$ cat src/rtl/sw_result_collector.sv
// sw_result_collector: consumes the SmithWaterman per-target result stream,
// tracks the best target and the target count of each query independently,
// cross-checks them against the core's own report, and queues one summary
// record per finished query for a host on a valid/ready interface.

`ifndef CALC_BIT
`define CALC_BIT 16
`endif
`ifndef MAX_T_NUM_BIT
`define MAX_T_NUM_BIT 8
`endif

module sw_result_collector #(
  parameter int CALC_W     = `CALC_BIT,
  parameter int TIDX_W     = `MAX_T_NUM_BIT,
  parameter int QIDX_W     = 8,
  parameter int FIFO_DEPTH = 4
) (
  input  logic              clk,
  input  logic              rst_n,
  input  logic              start_i,
  input  logic              res_valid_i,
  input  logic [CALC_W-1:0] result_i,
  input  logic              change_q_i,
  input  logic [TIDX_W-1:0] match_idx_i,
  input  logic [CALC_W-1:0] max_result_i,
  output logic              rec_valid_o,
  input  logic              rec_ready_i,
  output logic [QIDX_W-1:0] rec_q_idx_o,
  output logic [TIDX_W-1:0] rec_t_idx_o,
  output logic [CALC_W-1:0] rec_score_o,
  output logic [TIDX_W:0]   rec_t_cnt_o,
  output logic              rec_mismatch_o,
  output logic              overflow_o,
  output logic [QIDX_W-1:0] q_done_o
);

  localparam int PW = (FIFO_DEPTH > 1) ? $clog2(FIFO_DEPTH) : 1;

  localparam logic [1:0] ST_EMPTY   = 2'd0;
  localparam logic [1:0] ST_PARTIAL = 2'd1;
  localparam logic [1:0] ST_FULL    = 2'd2;

  localparam logic [TIDX_W:0] CNT_MAX = '1;

  // Per-query accumulators
  logic [TIDX_W:0]   t_cnt;
  logic [CALC_W-1:0] best_score;
  logic [TIDX_W-1:0] best_idx;
  logic [QIDX_W-1:0] q_idx;
  logic [QIDX_W-1:0] q_done;
  logic              overflow;

  // Record FIFO
  logic [QIDX_W-1:0] mem_q     [FIFO_DEPTH];
  logic [TIDX_W-1:0] mem_t     [FIFO_DEPTH];
  logic [CALC_W-1:0] mem_s     [FIFO_DEPTH];
  logic [TIDX_W:0]   mem_c     [FIFO_DEPTH];
  logic              mem_m     [FIFO_DEPTH];
  logic [PW-1:0]     wr_ptr, rd_ptr, wr_inc, rd_inc;
  logic [1:0]        state, state_nxt;

  // Combinational datapath
  logic              beat, close, take, pop, push_ok, drop, head_valid;
  logic [CALC_W-1:0] nxt_score;
  logic [TIDX_W-1:0] nxt_idx;
  logic [TIDX_W:0]   cnt_inc;
  logic              mismatch;

  // Running-best compare, saturating count and push/pop qualification
  always_comb begin
    beat       = res_valid_i & ~start_i;
    close      = beat & change_q_i;
    take       = (t_cnt == '0) || (result_i > best_score);
    nxt_score  = take ? result_i : best_score;
    nxt_idx    = take ? t_cnt[TIDX_W-1:0] : best_idx;
    cnt_inc    = (t_cnt == CNT_MAX) ? t_cnt : t_cnt + 1'b1;
    mismatch   = (nxt_idx != match_idx_i) || (nxt_score != max_result_i);
    head_valid = (state != ST_EMPTY);
    pop        = head_valid & rec_ready_i & ~start_i;
    push_ok    = close & ((state != ST_FULL) | pop);
    drop       = close & (state == ST_FULL) & ~pop;
    wr_inc     = wr_ptr + 1'b1;
    rd_inc     = rd_ptr + 1'b1;
  end

  // FIFO occupancy state transitions
  always_comb begin
    state_nxt = state;
    case (state)
      ST_EMPTY:   if (push_ok) state_nxt = ST_PARTIAL;
      ST_PARTIAL: begin
        if (push_ok && !pop && (wr_inc == rd_ptr))     state_nxt = ST_FULL;
        else if (pop && !push_ok && (rd_inc == wr_ptr)) state_nxt = ST_EMPTY;
      end
      ST_FULL:    if (pop && !push_ok) state_nxt = ST_PARTIAL;
      default:    state_nxt = ST_EMPTY;
    endcase
  end

  // FIFO control: state, pointers
  always_ff @(posedge clk or negedge rst_n) begin
    if (!rst_n) begin
      state  <= ST_EMPTY;
      wr_ptr <= '0;
      rd_ptr <= '0;
    end else if (start_i) begin
      state  <= ST_EMPTY;
      wr_ptr <= '0;
      rd_ptr <= '0;
    end else begin
      state <= state_nxt;
      if (push_ok) wr_ptr <= wr_inc;
      if (pop)     rd_ptr <= rd_inc;
    end
  end

  // FIFO storage; contents are only observed through the valid-gated outputs
  always_ff @(posedge clk) begin
    if (push_ok) begin
      mem_q[wr_ptr] <= q_idx;
      mem_t[wr_ptr] <= nxt_idx;
      mem_s[wr_ptr] <= nxt_score;
      mem_c[wr_ptr] <= cnt_inc;
      mem_m[wr_ptr] <= mismatch;
    end
  end

  // Per-query accumulation and query bookkeeping
  always_ff @(posedge clk or negedge rst_n) begin
    if (!rst_n) begin
      t_cnt      <= '0;
      best_score <= '0;
      best_idx   <= '0;
      q_idx      <= '0;
      q_done     <= '0;
      overflow   <= 1'b0;
    end else if (start_i) begin
      t_cnt      <= '0;
      best_score <= '0;
      best_idx   <= '0;
      q_idx      <= '0;
      q_done     <= '0;
      overflow   <= 1'b0;
    end else begin
      if (drop) overflow <= 1'b1;
      if (close) begin
        t_cnt      <= '0;
        best_score <= '0;
        best_idx   <= '0;
        q_idx      <= q_idx + 1'b1;
        if (q_done != '1) q_done <= q_done + 1'b1;
      end else if (beat) begin
        t_cnt      <= cnt_inc;
        best_score <= nxt_score;
        best_idx   <= nxt_idx;
      end
    end
  end

  // Head record presentation, forced to zero while the FIFO is empty
  always_comb begin
    rec_valid_o    = head_valid;
    rec_q_idx_o    = '0;
    rec_t_idx_o    = '0;
    rec_score_o    = '0;
    rec_t_cnt_o    = '0;
    rec_mismatch_o = 1'b0;
    if (head_valid) begin
      rec_q_idx_o    = mem_q[rd_ptr];
      rec_t_idx_o    = mem_t[rd_ptr];
      rec_score_o    = mem_s[rd_ptr];
      rec_t_cnt_o    = mem_c[rd_ptr];
      rec_mismatch_o = mem_m[rd_ptr];
    end
    overflow_o = overflow;
    q_done_o   = q_done;
  end

endmodule

$ cat config.mk
export PLATFORM = sky130hd
export DESIGN_NAME = sw_result_collector
export DESIGN_NICKNAME = d
export VERILOG_FILES = /design/src/rtl/sw_result_collector.sv
export SDC_FILE = /design/constraint.sdc
export NUM_CORES = 1
export LEC_CHECK = 0
export BUFFER_PORTS_ARGS = -buffer_cell sky130_fd_sc_hd__buf_2
export CAP_MARGIN = 20
export CORE_MARGIN = 3
export CORE_UTILIZATION = 45
export CTS_BUF_LIST = sky130_fd_sc_hd__clkbuf_16
export CTS_CLUSTER_SIZE = 8
export DETAILED_ROUTE_END_ITERATION = 7
export PLACE_DENSITY_LB_ADDON = 0.2
export REMOVE_ABC_BUFFERS = 1
export SETUP_SLACK_MARGIN = 0.4
export SLEW_MARGIN = 10
export SYNTH_ARGS = -nofsm -noshare
export SYNTH_HDL_FRONTEND = slang
export SYNTH_SLANG_ARGS = --single-unit
export TNS_END_PERCENT = 10
$ cat constraint.sdc
create_clock -name clk -period 9.5 [get_ports clk]
set_clock_uncertainty 0.15 [all_clocks]
set_input_delay 2.375 -clock clk [delete_from_list [all_inputs] [get_ports clk]]
set_output_delay 2.375 -clock clk [all_outputs]
set_load 0.05 [all_outputs]
==> implementation parameters, run 1 <==
Parameter                              Value

Outcome
  Result of the run ... complete, no violations

Timing
  Hold violation total from the final report ... 0
  Finish-stage setup viols ... 0
  Worst-Margin Slew ... 880 ps
  Setup repair after global routing missed its margin ... false
  Post-route clock period utilization ... 0.577
  Final-layout worst hold slack ... 357 ps
  Setup Total Neg Slack ... 0 ps
  Slew headroom ... 0.413
  Total count of max-transition violations in the final report ... 0
  Final worst path period need ... 5480 ps
  Post-route setup slack ... 4020 ps
  Top achievable clock speed ... 183 MHz

Clock network
  Insertion delay of the later-clocked pin in the worst-skew pair ... 500 ps
  Post-CTS Hold Fix Bufs ... 0
  Root buffer selected by CTS ... clkbuf_16
  Number of levels the H-tree was split into ... 2
  Number of buffers on the longest clock path ... 3
  TritonCTS clock tree ... built
  # Post-CTS Setup Buffers ... 0
  Clock-pin transition on the worst setup and hold timing paths ... 50 ps
  Number of buffers added by the clock tree synthesis step ... 34
  # clock sinks ... 224
  Count of instances resized after the clock tree is built ... 0

Die
  Die outline area ... 0.0246 mm2
  Placeable core region ... 0.0221 mm2
  Overall die height ... 157 um
  Horizontal die dimension ... 157 um
  FP Rows ... 54
  Initial core utilization ... 0.464
  IO Count ... 98

Detailed routing
  Average routed wire per standard cell ... 19.4 um
  Remaining antenna violation count after routing ... 0
  Iteration-0 DRC count of the detailed router ... 397
  Iteration count of the initial detailed-routing pass ... 4
  Via count ... 6045
  Number of DRC violations after detailed routing ... 0
  Via density per instance ... 5.36
  Routed WL ... 21.9 mm

Power and ir drop
  Static Leakage ... 4.76 nW
  Worst supply voltage drop on vdd ... 0.000146 V
  PwrDens ... 198 mW/mm2

Finish
  Fill cells ... 1804
  Inserted Diodes ... 0
  Area overhead of the layout relative to synthesis ... 17.1%
  Share of layout cells above drive strength 1 ... 0.237
  Final net count ... 893

Critical path
  CP max stage cell ... or4_1
  Worst setup EP type ... register
  Top fanout value on the critical path ... 32
  Buffering stage count on the worst path with inverters included ... 1
  Arrival time at the worst endpoint ... 5530 ps
  Series of cell instances along the critical path ... buf_2, ha_1, a41oi_2, o21ai_1, a221o_1, o31a_4, nor2_8, mux2i_1, xor2_1, nand3_1, or4_1
  Data required time of the critical path ... 9560 ps
  Start-to-end type of the worst setup path ... input pin to register
  Delay-heaviest family, CP ... simple AND/OR/NAND/NOR gates
  Worst path max stage delay ... 620 ps
  Launching element type of the critical path ... input pin

Synth
  Largest cells by area after synthesis ... edfxtp_1 49%, dfrtp_1 14%, mux4_2 9.2%
  Netlist area before placement ... 0.0103 mm2
  Sequential cell area fraction in the yosys report ... 0.629
  Fraction of synthesis flops using an asynchronous set or reset pin ... 0.250
  Number of enable flip-flop cells after synthesis ... 168
  Cell type with the largest total area after synthesis ... edfxtp_1
  Share of the synthesized area in the top cell type ... 0.492
  Top FF cell, synth ... edfxtp_1
  Average cell area after synthesis ... 14.3 um2
  Number of synthesized register bits ... 224
  Yosys synthesis warning count ... 0
  Distinct cells, synth ... 53
  Synthesized instance count ... 718

Placement
  Worst-case setup slack after placement ... 3530 ps
  Total half-perimeter wirelength after legalization and detailed placement ... 13.9 mm
  Number of port buffers ... 97
  Placer congestion estimate ... 0.864

Hold path
  Worst hold path class ... register to register

GRT
  Overall global routing resource usage ... 0.185
  Via count of the first global-routing pass ... 6587
  First-pass GRT wire length ... 35.9 mm
  Maximum number of pins on one net before global-route repair ... 57
  Residual overflow from global routing ... 0
  Number of antenna violations at the first check in global routing ... 0

Job
  Reported max-cap violation count ... 0
## logic make-up after synthesis
group | after synthesis | synth area share
simple gates | 194 | 0.0945
xor+xnor | 52 | 0.0444
flops | 224 | 0.629
compound gates | 67 | 0.0477
buf+inv | 84 | 0.0327
mux | 73 | 0.123
fa+ha+maj | 24 | 0.0293
## registers in the layout (all words and copies together), names as in the netlist
| signal | cells |
|---|---|
| mem_s | 64 |
| mem_c | 36 |
| mem_q | 32 |
| mem_t | 32 |
| best_score | 16 |
| t_cnt | 9 |
| best_idx | 8 |
| q_done_o | 8 |
| q_idx | 8 |
| mem_m | 4 |
| rd_ptr | 2 |
| state | 2 |
| wr_ptr | 2 |
| overflow_o | 1 |
## report_power, final
group          total [mW]  internal [mW]  switching, mW
logic               0.219         0.0752          0.144
clock network        1.07          0.663          0.410
registers            1.09           1.08         0.0117
## synth_stat cells (2+ instances only)
master and number:
edfxtp_1 168, nor2_1 62, dfrtp_1 56, and2_1 49, inv_1 47, mux4_2 42
nand2_1 37, xor2_1 33, clkbuf_1 28, mux2i_1 28, ha_1 24, xnor2_1 19
a211oi_1 12, a21oi_1 12, nand3_1 12, nand4_1 10, o21ai_0 10, buf_1 5
nor3_1 5, and3_1 4, o22ai_1 4, a221oi_1 3, and4_1 3, buf_2 3
mux2_2 3, nor4_1 3, o21ai_1 3, a22oi_1 2, nand2b_1 2, nor2b_1 2
o2111ai_1 2, o2bb2ai_1 2, o31ai_1 2, or2_2 2
## worst reg2reg max path, cell delays in order, from the launching register on
cell     delay, ps
dfrtp_1        410
inv_1          110
ha_1           330
a21oi_1        160
o21ai_1         80
a221o_1        300
o31a_4         370
nor2_8         440
mux2i_1        400
xor2_1         170
nand3_1        140
or4_1          620
## path summary, 6_finish.rpt
check	depth (start not counted)	start	slack [ps]	to
worst max-delay path	11	result_i[11]	4020	mem_m[3]$_DFFE_PP_
worst min-delay path	2	overflow_o$_DFFE_PN0P_	360	overflow_o$_DFFE_PN0P_
worst max register to register	11	best_score[10]$_DFFE_PN0P_	5530	mem_m[3]$_DFFE_PP_
worst min register to register	2	overflow_o$_DFFE_PN0P_	360	overflow_o$_DFFE_PN0P_
max in group asynchronous	2	rst_n	6730	rd_ptr[1]$_DFFE_PN0P_
min in group asynchronous	2	rst_n	1910	q_idx[2]$_DFFE_PN0P_
## layout make-up
class,count,area [um2],share of cell area
Timing Repair Buffer,106,553,0.0460
Sequential cell,224,6450,0.537
Inverter,47,176,0.0147
Tap cell,280,350,0.0292
Clock inverter,26,128,0.0106
Clock buffer,35,876,0.0729
Multi-Input combinational cell,410,3480,0.290
## per-layer routing
layer / routed length [um] / vias to the layer above / part of all wire / track usage
li1: - / 2854 / - / -
met1: 9550 / 3030 / 0.44 / 0.256
met2: 10900 / 124 / 0.50 / 0.306
met3: 993 / 37 / 0.045 / 0.0330
met4: 463 / 0 / 0.021 / 0.0504
met5: 0 / - / 0 / 0
## stage by stage
stage	cell area [um2]	power, mW	utilization	std cells
finish	12000	2.38	0.544	1128
global route	12000	2.47	0.544	1128
CTS	12000	2.41	0.544	1128
detailed placement	11000	1.33	0.498	1067
global placement	11000	1.32	0.498	1067
floorplan	10100	1.25	-	681
## layout by cell type, fill, tap and decap left out, types with 28 or more instances in the layout
cell	netlist	routed
xor2_1	33	33
clkbuf_16	0	35
edfxtp_1	168	168
inv_1	47	70
mux4_2	42	42
nor2_1	62	62
dfrtp_1	56	54
buf_2	3	97
and2_1	49	45
mux2i_1	28	28
nand2_1	37	37
No activity file was read; power rests on OpenSTA's default activity.
==> run 2, diff against run 1 <==
==> constraint.sdc (replaced) <==
create_clock -name clk -period 4.4 [get_ports clk]
set_clock_uncertainty 0.15 [all_clocks]
set_input_delay 1.1 -clock clk [delete_from_list [all_inputs] [get_ports clk]]
set_output_delay 1.1 -clock clk [all_outputs]
set_load 0.05 [all_outputs]
==> run 2 against run 1 <==
Net effect: non-clock buffer count increased by 21; core utilization increased by 0.55 points; design area increased by 1.0%; flip-flop and latch count unchanged; die area unchanged; count of clock-buffer cells in the layout decreased by 4; first-iteration DRC count decreased by 31%; sequential power increased by 120%; final cell count increased by 1.6%; via count increased by 3.1%; global-route usage increased by 0.34 points; largest cell class unchanged; total power increased by 110%.
==> implementation parameters, run 2 (same netlist as run 1, synthesis figures left out) <==
Parameter                              Value

Critical path
  Data required time of the critical path ... 4490 ps (-5070 ps)
  CP max stage cell ... or4_1
  Arrival time at the worst endpoint ... 4020 ps (-1510 ps)
  Launching element type of the critical path ... input pin
  Start-to-end type of the worst setup path ... input pin to register
  Series of cell instances along the critical path ... buf_2, ha_1, nand4_1, inv_1, a221o_1, o31a_4, nor2_4, a22oi_1, o21ai_0, nand4_1, or4_1
  Setup slack of the most critical reg-to-reg path ... 670 ps (-4860 ps)
  Worst path max stage delay ... 620 ps (about the same)
  Worst setup EP type ... register
  Top fanout value on the critical path ... 9 (-72%)
  Most repeated library cell on the critical path ... nand4_1

GRT
  Via count of the first global-routing pass ... 6629 (+0.64%)
  Overall global routing resource usage ... 0.189 (+0.00337)
  First-pass GRT wire length ... 36.5 mm (+1.8%)
  Residual overflow from global routing ... 0 (unchanged)
  Number of antenna violations at the first check in global routing ... 0 (unchanged)
  Maximum number of pins on one net before global-route repair ... 48 (-16%)

Detailed routing
  Iteration count of the initial detailed-routing pass ... 4 (unchanged)
  Number of DRC violations after detailed routing ... 0 (unchanged)
  Via density per instance ... 5.44 (+1.5%)
  Via count ... 6232 (+3.1%)
  Average routed wire per standard cell ... 20.0 um (+2.8%)
  Remaining antenna violation count after routing ... 0 (unchanged)
  Routed WL ... 22.9 mm (+4.5%)
  Iteration-0 DRC count of the detailed router ... 273 (-31%)

Finish
  Flip-flop and latch area ... 0.00645 mm2 (unchanged)
  Area overhead of the layout relative to synthesis ... 18.3%
  Share of layout cells above drive strength 1 ... 0.254 (+0.0170)
  Area of the multi-input gates ... 0.00351 mm2 (+0.90%)
  Inserted Diodes ... 0 (unchanged)
  Max FFs per register ... 64 (unchanged)
  Finished layout cell area ... 0.0121 mm2 (+1.0%)
  Top flop regs ... mem_s x64, mem_c x36
  Most flops, register ... mem_s
  Final net count ... 913 (+2.2%)
  Leading cell types in the layout, fill and taps excluded ... 168 x edfxtp_1, 97 x buf_2, 71 x inv_1
  Most common library cell in the layout ignoring fill and taps ... edfxtp_1
  Fill cells ... 1794 (-0.55%)

Clock network
  Number of levels the H-tree was split into ... 1 (-1)
  Post-CTS Hold Fix Bufs ... 0 (unchanged)
  TritonCTS clock tree ... built
  Clock-pin transition on the worst setup and hold timing paths ... 50 ps (about the same)
  Root buffer selected by CTS ... clkbuf_16
  Insertion delay of the later-clocked pin in the worst-skew pair ... 540 ps (+40 ps)
  # clock sinks ... 224 (unchanged)
  Number of buffers added by the clock tree synthesis step ... 31 (-8.8%)
  Number of buffers on the longest clock path ... 3 (unchanged)

Die
  FP Rows ... 54 (unchanged)
  IO Count ... 98 (unchanged)
  Overall die height ... 157 um (unchanged)
  Horizontal die dimension ... 157 um (unchanged)
  Initial core utilization ... 0.464 (unchanged)
  Die outline area ... 0.0246 mm2 (unchanged)
  Placeable core region ... 0.0221 mm2 (unchanged)

Timing
  Top achievable clock speed ... 254 MHz
  Post-route clock period utilization ... 0.895
  Final-layout worst hold slack ... 355 ps (-1.95 ps)
  Worst-Margin Slew ... 980 ps (+99.9 ps)
  Setup repair after global routing missed its margin ... false
  Slew headroom ... 0.347 (-0.0666)
  Final worst path period need ... 3940 ps
  Total count of max-transition violations in the final report ... 0 (unchanged)
  Hold violation total from the final report ... 0 (unchanged)
  Finish-stage setup viols ... 0 (unchanged)
  Setup Total Neg Slack ... 0 ps (unchanged)

Hold path
  Worst hold path class ... register to register

Placement
  Total half-perimeter wirelength after legalization and detailed placement ... 14.9 mm (+7.1%)
  Instance area at placement ... 0.0112 mm2 (+1.8%)
  Placer congestion estimate ... 0.915 (+5.9%)
  Number of port buffers ... 97 (unchanged)

Power and ir drop
  Worst supply voltage drop on vdd ... 0.000282 V (+93%)
  Static Leakage ... 4.82 nW (+1.3%)
  PwrDens ... 408 mW/mm2 (+110%)
  Post-layout total power ... 4.95 mW (+110%)

Outcome
  Result of the run ... complete, no violations

Job
  Reported max-cap violation count ... 0 (unchanged)
run 2: per-stage QoR:
stage               cells   util  setup WS [ps]
detailed placement   1085  0.507          -57.6
global placement     1085  0.507           47.9
CTS                  1141  0.547            497
finish               1146  0.549            462
global route         1146  0.549            406
floorplan             681      -            180
run 2: final timing paths:
| check | start | end | depth (start not counted) |
|---|---|---|---|
| worst min register to register | overflow_o$_DFFE_PN0P_ | overflow_o$_DFFE_PN0P_ | 2 |
| max in group asynchronous | rst_n | rd_ptr[1]$_DFFE_PN0P_ | 2 |
| worst min-delay path | overflow_o$_DFFE_PN0P_ | overflow_o$_DFFE_PN0P_ | 2 |
| worst max-delay path | result_i[13] | mem_m[3]$_DFFE_PP_ | 11 |
| worst max register to register | best_score[15]$_DFFE_PN0P_ | mem_m[3]$_DFFE_PP_ | 11 |
| min in group asynchronous | rst_n | q_idx[3]$_DFFE_PN0P_ | 1 |
run 2: critical path, delay by kind of cell:
kind,cells,cell delay [ps]
simple gates,4,1270
compound gates,4,1150
buf+inv,2,200
fa+ha+maj,1,320
run 2: power by group:
part / switching, mW / internal [mW] / total (mW) / leakage [nW]
Clock: 0.833 / 1.25 / 2.08 / 0.514
Combinational: 0.324 / 0.187 / 0.510 / 2.04
Sequential: 0.0299 / 2.32 / 2.35 / 2.27
Total: 1.19 / 3.76 / 4.95 / 4.82
run 2: area by class of cell:
| class | instances | area share |
|---|---|---|
| sequential | 224 | 0.531 |
| multi-input combinational | 412 | 0.289 |
| clock buffer | 31 | 0.0639 |
| timing repair buffer | 127 | 0.0637 |
| tap | 280 | 0.0289 |
| inverter | 47 | 0.0145 |
| clock inverter | 25 | 0.00815 |
run 2: repair_timing:
| item | CTS | global route |
|---|---|---|
| setup buffers | 0 | 3 |
| gates resized for setup | 0 | 2 |
| endpoints found under the setup margin | 0 | 4 |
| endpoints found under the hold margin | 0 | 0 |
run 2: per-layer routing:
layer,share of wire,GRT usage,routed length (um)
met3,0.036,0.0236,835
met4,0.020,0.0534,458
met2,0.51,0.327,11700
met5,0,0,0
met1,0.43,0.252,9890
